`src/rtl/mem_arbiter_if.sv`:
```
// Requester and memory_controller handshake bundle for mem_arbiter.
// The slave modport is the arbiter's view; master is the surrounding environment.
interface mem_arbiter_if #(
  parameter int unsigned ADDR_W = 32
);

  // Instruction-fetch requester
  logic              inst_valid;
  logic [ADDR_W-1:0] inst_addr;
  logic              inst_ready;
  logic [31:0]       inst_data;

  // Load/store requester
  logic              data_valid;
  logic              data_wr;
  logic [2:0]        data_len;
  logic [ADDR_W-1:0] data_addr;
  logic [31:0]       data_wdata;
  logic              data_ready;
  logic [31:0]       data_rdata;

  // memory_controller port
  logic              mc_valid;
  logic              mc_wr;
  logic [2:0]        mc_len;
  logic [ADDR_W-1:0] mc_addr;
  logic [31:0]       mc_wdata;
  logic              mc_abort;
  logic              mc_ready;
  logic [31:0]       mc_rdata;

  modport slave (
    input  inst_valid, inst_addr,
    input  data_valid, data_wr, data_len, data_addr, data_wdata,
    input  mc_ready, mc_rdata,
    output inst_ready, inst_data,
    output data_ready, data_rdata,
    output mc_valid, mc_wr, mc_len, mc_addr, mc_wdata, mc_abort
  );

  modport master (
    output inst_valid, inst_addr,
    output data_valid, data_wr, data_len, data_addr, data_wdata,
    output mc_ready, mc_rdata,
    input  inst_ready, inst_data,
    input  data_ready, data_rdata,
    input  mc_valid, mc_wr, mc_len, mc_addr, mc_wdata, mc_abort
  );

endinterface

```
`src/rtl/mem_arbiter.sv`:
```
// Arbitrates the single memory_controller port between fetch and load/store, with
// load/store priority, a fetch starvation guard and flush handling that never drops a store.
module mem_arbiter #(
  parameter int unsigned STARVE_LIMIT = 4,
  parameter int unsigned ADDR_W       = 32
) (
  input  logic          clk,
  input  logic          rst_n,
  input  logic          rdy,
  input  logic          clear,
  mem_arbiter_if.slave  bus
);

  localparam int unsigned CntW = $clog2(STARVE_LIMIT + 1);
  localparam logic [CntW-1:0] CntMax = CntW'(STARVE_LIMIT);
  localparam logic [2:0] FetchLen = 3'b010;

  typedef enum logic [1:0] {StIdle, StBusyI, StBusyD, StDrain} state_e;

  state_e            state_q, state_d;
  logic [CntW-1:0]   starve_q, starve_d;
  logic              mc_valid_q, mc_valid_d;
  logic              mc_wr_q, mc_wr_d;
  logic [2:0]        mc_len_q, mc_len_d;
  logic [ADDR_W-1:0] mc_addr_q, mc_addr_d;
  logic [31:0]       mc_wdata_q, mc_wdata_d;
  logic              mc_abort_q, mc_abort_d;
  logic              inst_ready, data_ready;
  logic              fetch_starved;

  assign fetch_starved = bus.inst_valid && (starve_q == CntMax);

  always_comb begin
    state_d    = state_q;
    starve_d   = starve_q;
    mc_valid_d = mc_valid_q;
    mc_wr_d    = mc_wr_q;
    mc_len_d   = mc_len_q;
    mc_addr_d  = mc_addr_q;
    mc_wdata_d = mc_wdata_q;
    mc_abort_d = mc_abort_q;
    inst_ready = 1'b0;
    data_ready = 1'b0;

    // With rdy low everything, including the abort pulse, is frozen.
    if (rdy) begin
      mc_abort_d = 1'b0;
      unique case (state_q)
        StIdle: begin
          if (!clear) begin
            if (bus.data_valid && !fetch_starved) begin
              state_d    = StBusyD;
              mc_valid_d = 1'b1;
              mc_wr_d    = bus.data_wr;
              mc_len_d   = bus.data_len;
              mc_addr_d  = bus.data_addr;
              mc_wdata_d = bus.data_wdata;
              if (bus.inst_valid && (starve_q != CntMax)) begin
                starve_d = starve_q + 1'b1;
              end
            end else if (bus.inst_valid) begin
              state_d    = StBusyI;
              starve_d   = '0;
              mc_valid_d = 1'b1;
              mc_wr_d    = 1'b0;
              mc_len_d   = FetchLen;
              mc_addr_d  = bus.inst_addr;
              mc_wdata_d = '0;
            end
          end
        end

        StBusyI, StBusyD: begin
          if (clear) begin
            if ((state_q == StBusyD) && mc_wr_q) begin
              // A store completing in the flush cycle is done; otherwise wait it out in DRAIN.
              if (bus.mc_ready) begin
                state_d    = StIdle;
                mc_valid_d = 1'b0;
              end else begin
                state_d = StDrain;
              end
            end else begin
              state_d    = StIdle;
              mc_valid_d = 1'b0;
              mc_abort_d = 1'b1;
            end
          end else if (bus.mc_ready) begin
            inst_ready = (state_q == StBusyI);
            data_ready = (state_q == StBusyD);
            state_d    = StIdle;
            mc_valid_d = 1'b0;
          end
        end

        StDrain: begin
          if (bus.mc_ready) begin
            state_d    = StIdle;
            mc_valid_d = 1'b0;
          end
        end

        default: begin
          state_d    = StIdle;
          mc_valid_d = 1'b0;
        end
      endcase
    end
  end

  always_ff @(posedge clk or negedge rst_n) begin
    if (!rst_n) begin
      state_q    <= StIdle;
      starve_q   <= '0;
      mc_valid_q <= 1'b0;
      mc_wr_q    <= 1'b0;
      mc_len_q   <= '0;
      mc_addr_q  <= '0;
      mc_wdata_q <= '0;
      mc_abort_q <= 1'b0;
    end else begin
      state_q    <= state_d;
      starve_q   <= starve_d;
      mc_valid_q <= mc_valid_d;
      mc_wr_q    <= mc_wr_d;
      mc_len_q   <= mc_len_d;
      mc_addr_q  <= mc_addr_d;
      mc_wdata_q <= mc_wdata_d;
      mc_abort_q <= mc_abort_d;
    end
  end

  assign bus.mc_valid   = mc_valid_q;
  assign bus.mc_wr      = mc_wr_q;
  assign bus.mc_len     = mc_len_q;
  assign bus.mc_addr    = mc_addr_q;
  assign bus.mc_wdata   = mc_wdata_q;
  assign bus.mc_abort   = mc_abort_q;
  assign bus.inst_ready = inst_ready;
  assign bus.data_ready = data_ready;
  assign bus.inst_data  = bus.mc_rdata;
  assign bus.data_rdata = bus.mc_rdata;

endmodule

```
`src/flat_wrapper.sv`:
```
// flat-port wrapper written by rule: the top's interface ports become plain ports
module mem_arbiter_flat 
#(
  parameter int unsigned STARVE_LIMIT = 4,
  parameter int unsigned ADDR_W       = 32
)
  (clk, rst_n, rdy, clear, bus_inst_valid, bus_inst_addr, bus_data_valid, bus_data_wr, bus_data_len, bus_data_addr, bus_data_wdata, bus_mc_ready, bus_mc_rdata, bus_inst_ready, bus_inst_data, bus_data_ready, bus_data_rdata, bus_mc_valid, bus_mc_wr, bus_mc_len, bus_mc_addr, bus_mc_wdata, bus_mc_abort);
  mem_arbiter_if #(.ADDR_W(ADDR_W)) bus_i ();
  input  logic clk;
  input  logic rst_n;
  input  logic rdy;
  input  logic clear;
  input wire logic [$bits(bus_i.inst_valid)-1:0] bus_inst_valid;
  input wire logic [$bits(bus_i.inst_addr)-1:0] bus_inst_addr;
  input wire logic [$bits(bus_i.data_valid)-1:0] bus_data_valid;
  input wire logic [$bits(bus_i.data_wr)-1:0] bus_data_wr;
  input wire logic [$bits(bus_i.data_len)-1:0] bus_data_len;
  input wire logic [$bits(bus_i.data_addr)-1:0] bus_data_addr;
  input wire logic [$bits(bus_i.data_wdata)-1:0] bus_data_wdata;
  input wire logic [$bits(bus_i.mc_ready)-1:0] bus_mc_ready;
  input wire logic [$bits(bus_i.mc_rdata)-1:0] bus_mc_rdata;
  output wire logic [$bits(bus_i.inst_ready)-1:0] bus_inst_ready;
  output wire logic [$bits(bus_i.inst_data)-1:0] bus_inst_data;
  output wire logic [$bits(bus_i.data_ready)-1:0] bus_data_ready;
  output wire logic [$bits(bus_i.data_rdata)-1:0] bus_data_rdata;
  output wire logic [$bits(bus_i.mc_valid)-1:0] bus_mc_valid;
  output wire logic [$bits(bus_i.mc_wr)-1:0] bus_mc_wr;
  output wire logic [$bits(bus_i.mc_len)-1:0] bus_mc_len;
  output wire logic [$bits(bus_i.mc_addr)-1:0] bus_mc_addr;
  output wire logic [$bits(bus_i.mc_wdata)-1:0] bus_mc_wdata;
  output wire logic [$bits(bus_i.mc_abort)-1:0] bus_mc_abort;
  assign bus_i.inst_valid = bus_inst_valid;
  assign bus_i.inst_addr = bus_inst_addr;
  assign bus_i.data_valid = bus_data_valid;
  assign bus_i.data_wr = bus_data_wr;
  assign bus_i.data_len = bus_data_len;
  assign bus_i.data_addr = bus_data_addr;
  assign bus_i.data_wdata = bus_data_wdata;
  assign bus_i.mc_ready = bus_mc_ready;
  assign bus_i.mc_rdata = bus_mc_rdata;
  assign bus_inst_ready = bus_i.inst_ready;
  assign bus_inst_data = bus_i.inst_data;
  assign bus_data_ready = bus_i.data_ready;
  assign bus_data_rdata = bus_i.data_rdata;
  assign bus_mc_valid = bus_i.mc_valid;
  assign bus_mc_wr = bus_i.mc_wr;
  assign bus_mc_len = bus_i.mc_len;
  assign bus_mc_addr = bus_i.mc_addr;
  assign bus_mc_wdata = bus_i.mc_wdata;
  assign bus_mc_abort = bus_i.mc_abort;
  mem_arbiter #(.STARVE_LIMIT(STARVE_LIMIT), .ADDR_W(ADDR_W)) u_core (.clk(clk), .rst_n(rst_n), .rdy(rdy), .clear(clear), .bus(bus_i));
endmodule
```
`config.mk`:
```
export PLATFORM = sky130hd
export DESIGN_NAME = mem_arbiter_flat
export DESIGN_NICKNAME = d
export VERILOG_FILES = /design/src/rtl/mem_arbiter_if.sv /design/src/rtl/mem_arbiter.sv /design/src/flat_wrapper.sv
export SDC_FILE = /design/constraint.sdc
export NUM_CORES = 1
export LEC_CHECK = 0
export ABC_AREA = 1
export BUFFER_PORTS_ARGS = -buffer_cell sky130_fd_sc_hd__buf_2
export CORE_MARGIN = 4
export CORE_UTILIZATION = 38
export CTS_CLUSTER_SIZE = 40
export DETAILED_ROUTE_END_ITERATION = 8
export GPL_ROUTABILITY_DRIVEN = 0
export GPL_TIMING_DRIVEN = 1
export PLACE_DENSITY = 0.74
export SLEW_MARGIN = 20
export SYNTH_ARGS = -nofsm -noshare
export SYNTH_HDL_FRONTEND = slang
export SYNTH_SLANG_ARGS = --single-unit
```
`constraint.sdc`:
```
create_clock -name clk -period 1.8 [get_ports clk]
set_clock_uncertainty 0.2 [all_clocks]
set_input_delay 0.27 -clock clk [delete_from_list [all_inputs] [get_ports clk]]
set_output_delay 0.27 -clock clk [all_outputs]
set_load 0.02 [all_outputs]
```
==> metrics.csv <==
metric;value;unit
cts_buffer_depth;2;
drive_above_1_share;32.6;%
start_util;39.1;%
synth_top_area_share;46.5;%
hpwl;7.24;mm
clk_pin_slew;0.08;ns
rsz0062_at_grt;yes;
period_share;101;%
cts_root_buf;clkbuf_8;
violations;negative setup slack;
synth.distinct_cells;21;
drt-wirelength-per-cell;14.4;um
overflow;0;
drt_first_pass_iters;6;
min_period;1.82;ns
ir_worst_vdd;0.000733;V
grt_usage;18.1;%
whs;0.0398;ns
htreeDepth;3;
finalHoldViolCount;0;
synth-warning-count;0;
io_pins;275;
grt_max_degree;76;
num_vias;3935;
cts_made_buffers;9;
hold_class;primary input to flip-flop;
fin_nets;840;
insertion_delay;0.33;ns
min-delay-start;bus_inst_addr[27];
die_h;111;um
final_cell_mix;nand2_1 (189), buf_2 (175), dfrtp_1 (75);
syn_nets;648;
clock.fmax;0.548;GHz
portBuffers;178;
clock-sinks;75;
area_growth;43.5;%
required;1.33;ns
grt_pass1_wl;18.6;mm
diodes;0;
avgViaCountPerCell;4.71;
dieWidth;111;um
coreArea;10300;um2
max-slew-margin-rel;73.7;%
antenna_left;0;
drc;0;
syn_inst;502;
finalSetupViolCount;2;
tightest_slew;0.394;ns
power_density;1420;nW/um2
finalWorstSetupSlack;-0.0236;ns
placementRows;37;
antenna_found_initial;0;
leakagePower;3.30;nW
cp-start-kind;flip-flop;
cp-end-kind;output port;
grt_pass1_vias;3925;
first_iter_violations;282;
dieArea;12300;um2
finalMaxSlewViolations;0;
path_class;flip-flop to output port;
routed_wl;12.0;mm
arrival;1.35;ns
synth_seq_area_share;46.5;%
avgSynthCellArea;8.04;um2
final_common_cell;nand2_1;
p_total;8.22;mW
yosysTopAreaCell;dfrtp_1;
synth_area_leaders;dfrtp_1 (47%), nand2_1 (18%), buf_4 (12%), o211ai_1 (6.1%), nand3_1 (5.0%);
path_max_fanout;3;
reg2reg_from;u_core.state_q[1];
startpoint;u_core.state_q[1];
cts_tree;built;
status;complete, but fails checks;
syn_area;4030;um2
max_cap_viol_count;0;
synth.ff_latch_count;75;
cell families (layout without fill, tap and decap cells):
logic type,after synthesis,in the layout,share of synthesized area (%)
compound gates,43,43,7.38
xor+xnor,1,1,0.217
fa+ha+maj,7,7,2.17
buf+inv,135,332,19.5
flops,75,75,46.5
simple gates,241,241,24.2
per-layer routing:
| metal | global-route usage [%] | part of all wire (%) |
|---|---|---|
| met5 | 0 | 0 |
| met4 | 7.79 | 3.3 |
| met3 | 5.68 | 8.4 |
| met2 | 31.1 | 50 |
| met1 | 20.7 | 39 |
path summary, 6_finish.rpt:
check                                    endpoint  depth (start not counted)  slack [ns]
max in group asynchronous  u_core.bus.mc_addr[26]                          3        0.80
min                        u_core.bus.mc_addr[27]                          5        0.04
max                                bus_data_ready                          5       -0.02
min in group asynchronous     u_core.bus.mc_abort                          3        0.29
min reg2reg                u_core.bus.mc_addr[12]                          2        0.28
max reg2reg                u_core.bus.mc_addr[25]                          8        0.13
synth_stat cells, drive strengths merged:
| library cell | n |
|---|---|
| nand2 | 191 |
| buf | 83 |
| dfrtp | 75 |
| inv | 47 |
| nand3 | 41 |
| o211ai | 33 |
| o21ai | 9 |
| ha | 7 |
| nor2 | 7 |
| clkbuf | 5 |
| a21oi | 1 |
| nand3b | 1 |
| nand4 | 1 |
| xnor2 | 1 |
worst max-delay path, cell delays in order, from the launching register on:
cell,delay (ns)
dfrtp_1,0.37
inv_2,0.07
ha_4,0.28
nand3_4,0.06
nor2_1,0.09
buf_4,0.14
final cells by class:
class / instances / area, um2
inverter: 47 / 176
clock inverter: 4 / 72.6
timing repair buffer: 269 / 1900
tap: 136 / 170
sequential: 75 / 1880
clock buffer: 12 / 155
fill: 898 / 4540
multi-input combinational: 292 / 1430
state kept, by name, indices dropped and copies added, names as in the netlist:
| name | cells |
|---|---|
| u_core.bus.mc_addr | 32 |
| u_core.bus.mc_wdata | 32 |
| u_core.bus.mc_len | 3 |
| u_core.starve_q | 3 |
| u_core.state_q | 2 |
| u_core.bus.mc_abort | 1 |
| u_core.bus.mc_valid | 1 |
| u_core.bus.mc_wr | 1 |
repair_timing:
item                       4_1_cts  5_1_grt
cloned                           0        5
setup endpoints to repair        2       68
pin swaps                        4        4
resized for setup                9       11
hold endpoints to repair       144        0
buffers inserted                 3        1
hold buffers                    70        0
power breakdown:
part | switching, mW | internal, mW
clock network | 0.591 | 0.855
registers | 0.453 | 2.48
logic | 2.37 | 1.47
total | 3.41 | 4.81
stage by stage:
| stage | utilization [%] | std cells | setup slack (ns) | setup TNS (ns) | area (um2) |
|---|---|---|---|---|---|
| after floorplan | - | 502 | 0.0595 | 0 | 4030 |
| after global placement | 45.0 | 740 | 0.107 | 0 | 4640 |
| final | 56.1 | 835 | -0.0236 | -0.0361 | 5790 |
| after global routing | 56.1 | 835 | -0.0840 | -0.164 | 5790 |
| after detailed placement | 45.0 | 740 | 0.0310 | 0 | 4640 |
| after CTS | 54.5 | 829 | -0.0533 | -0.0991 | 5630 |
(Power assumes the default switching activity.)
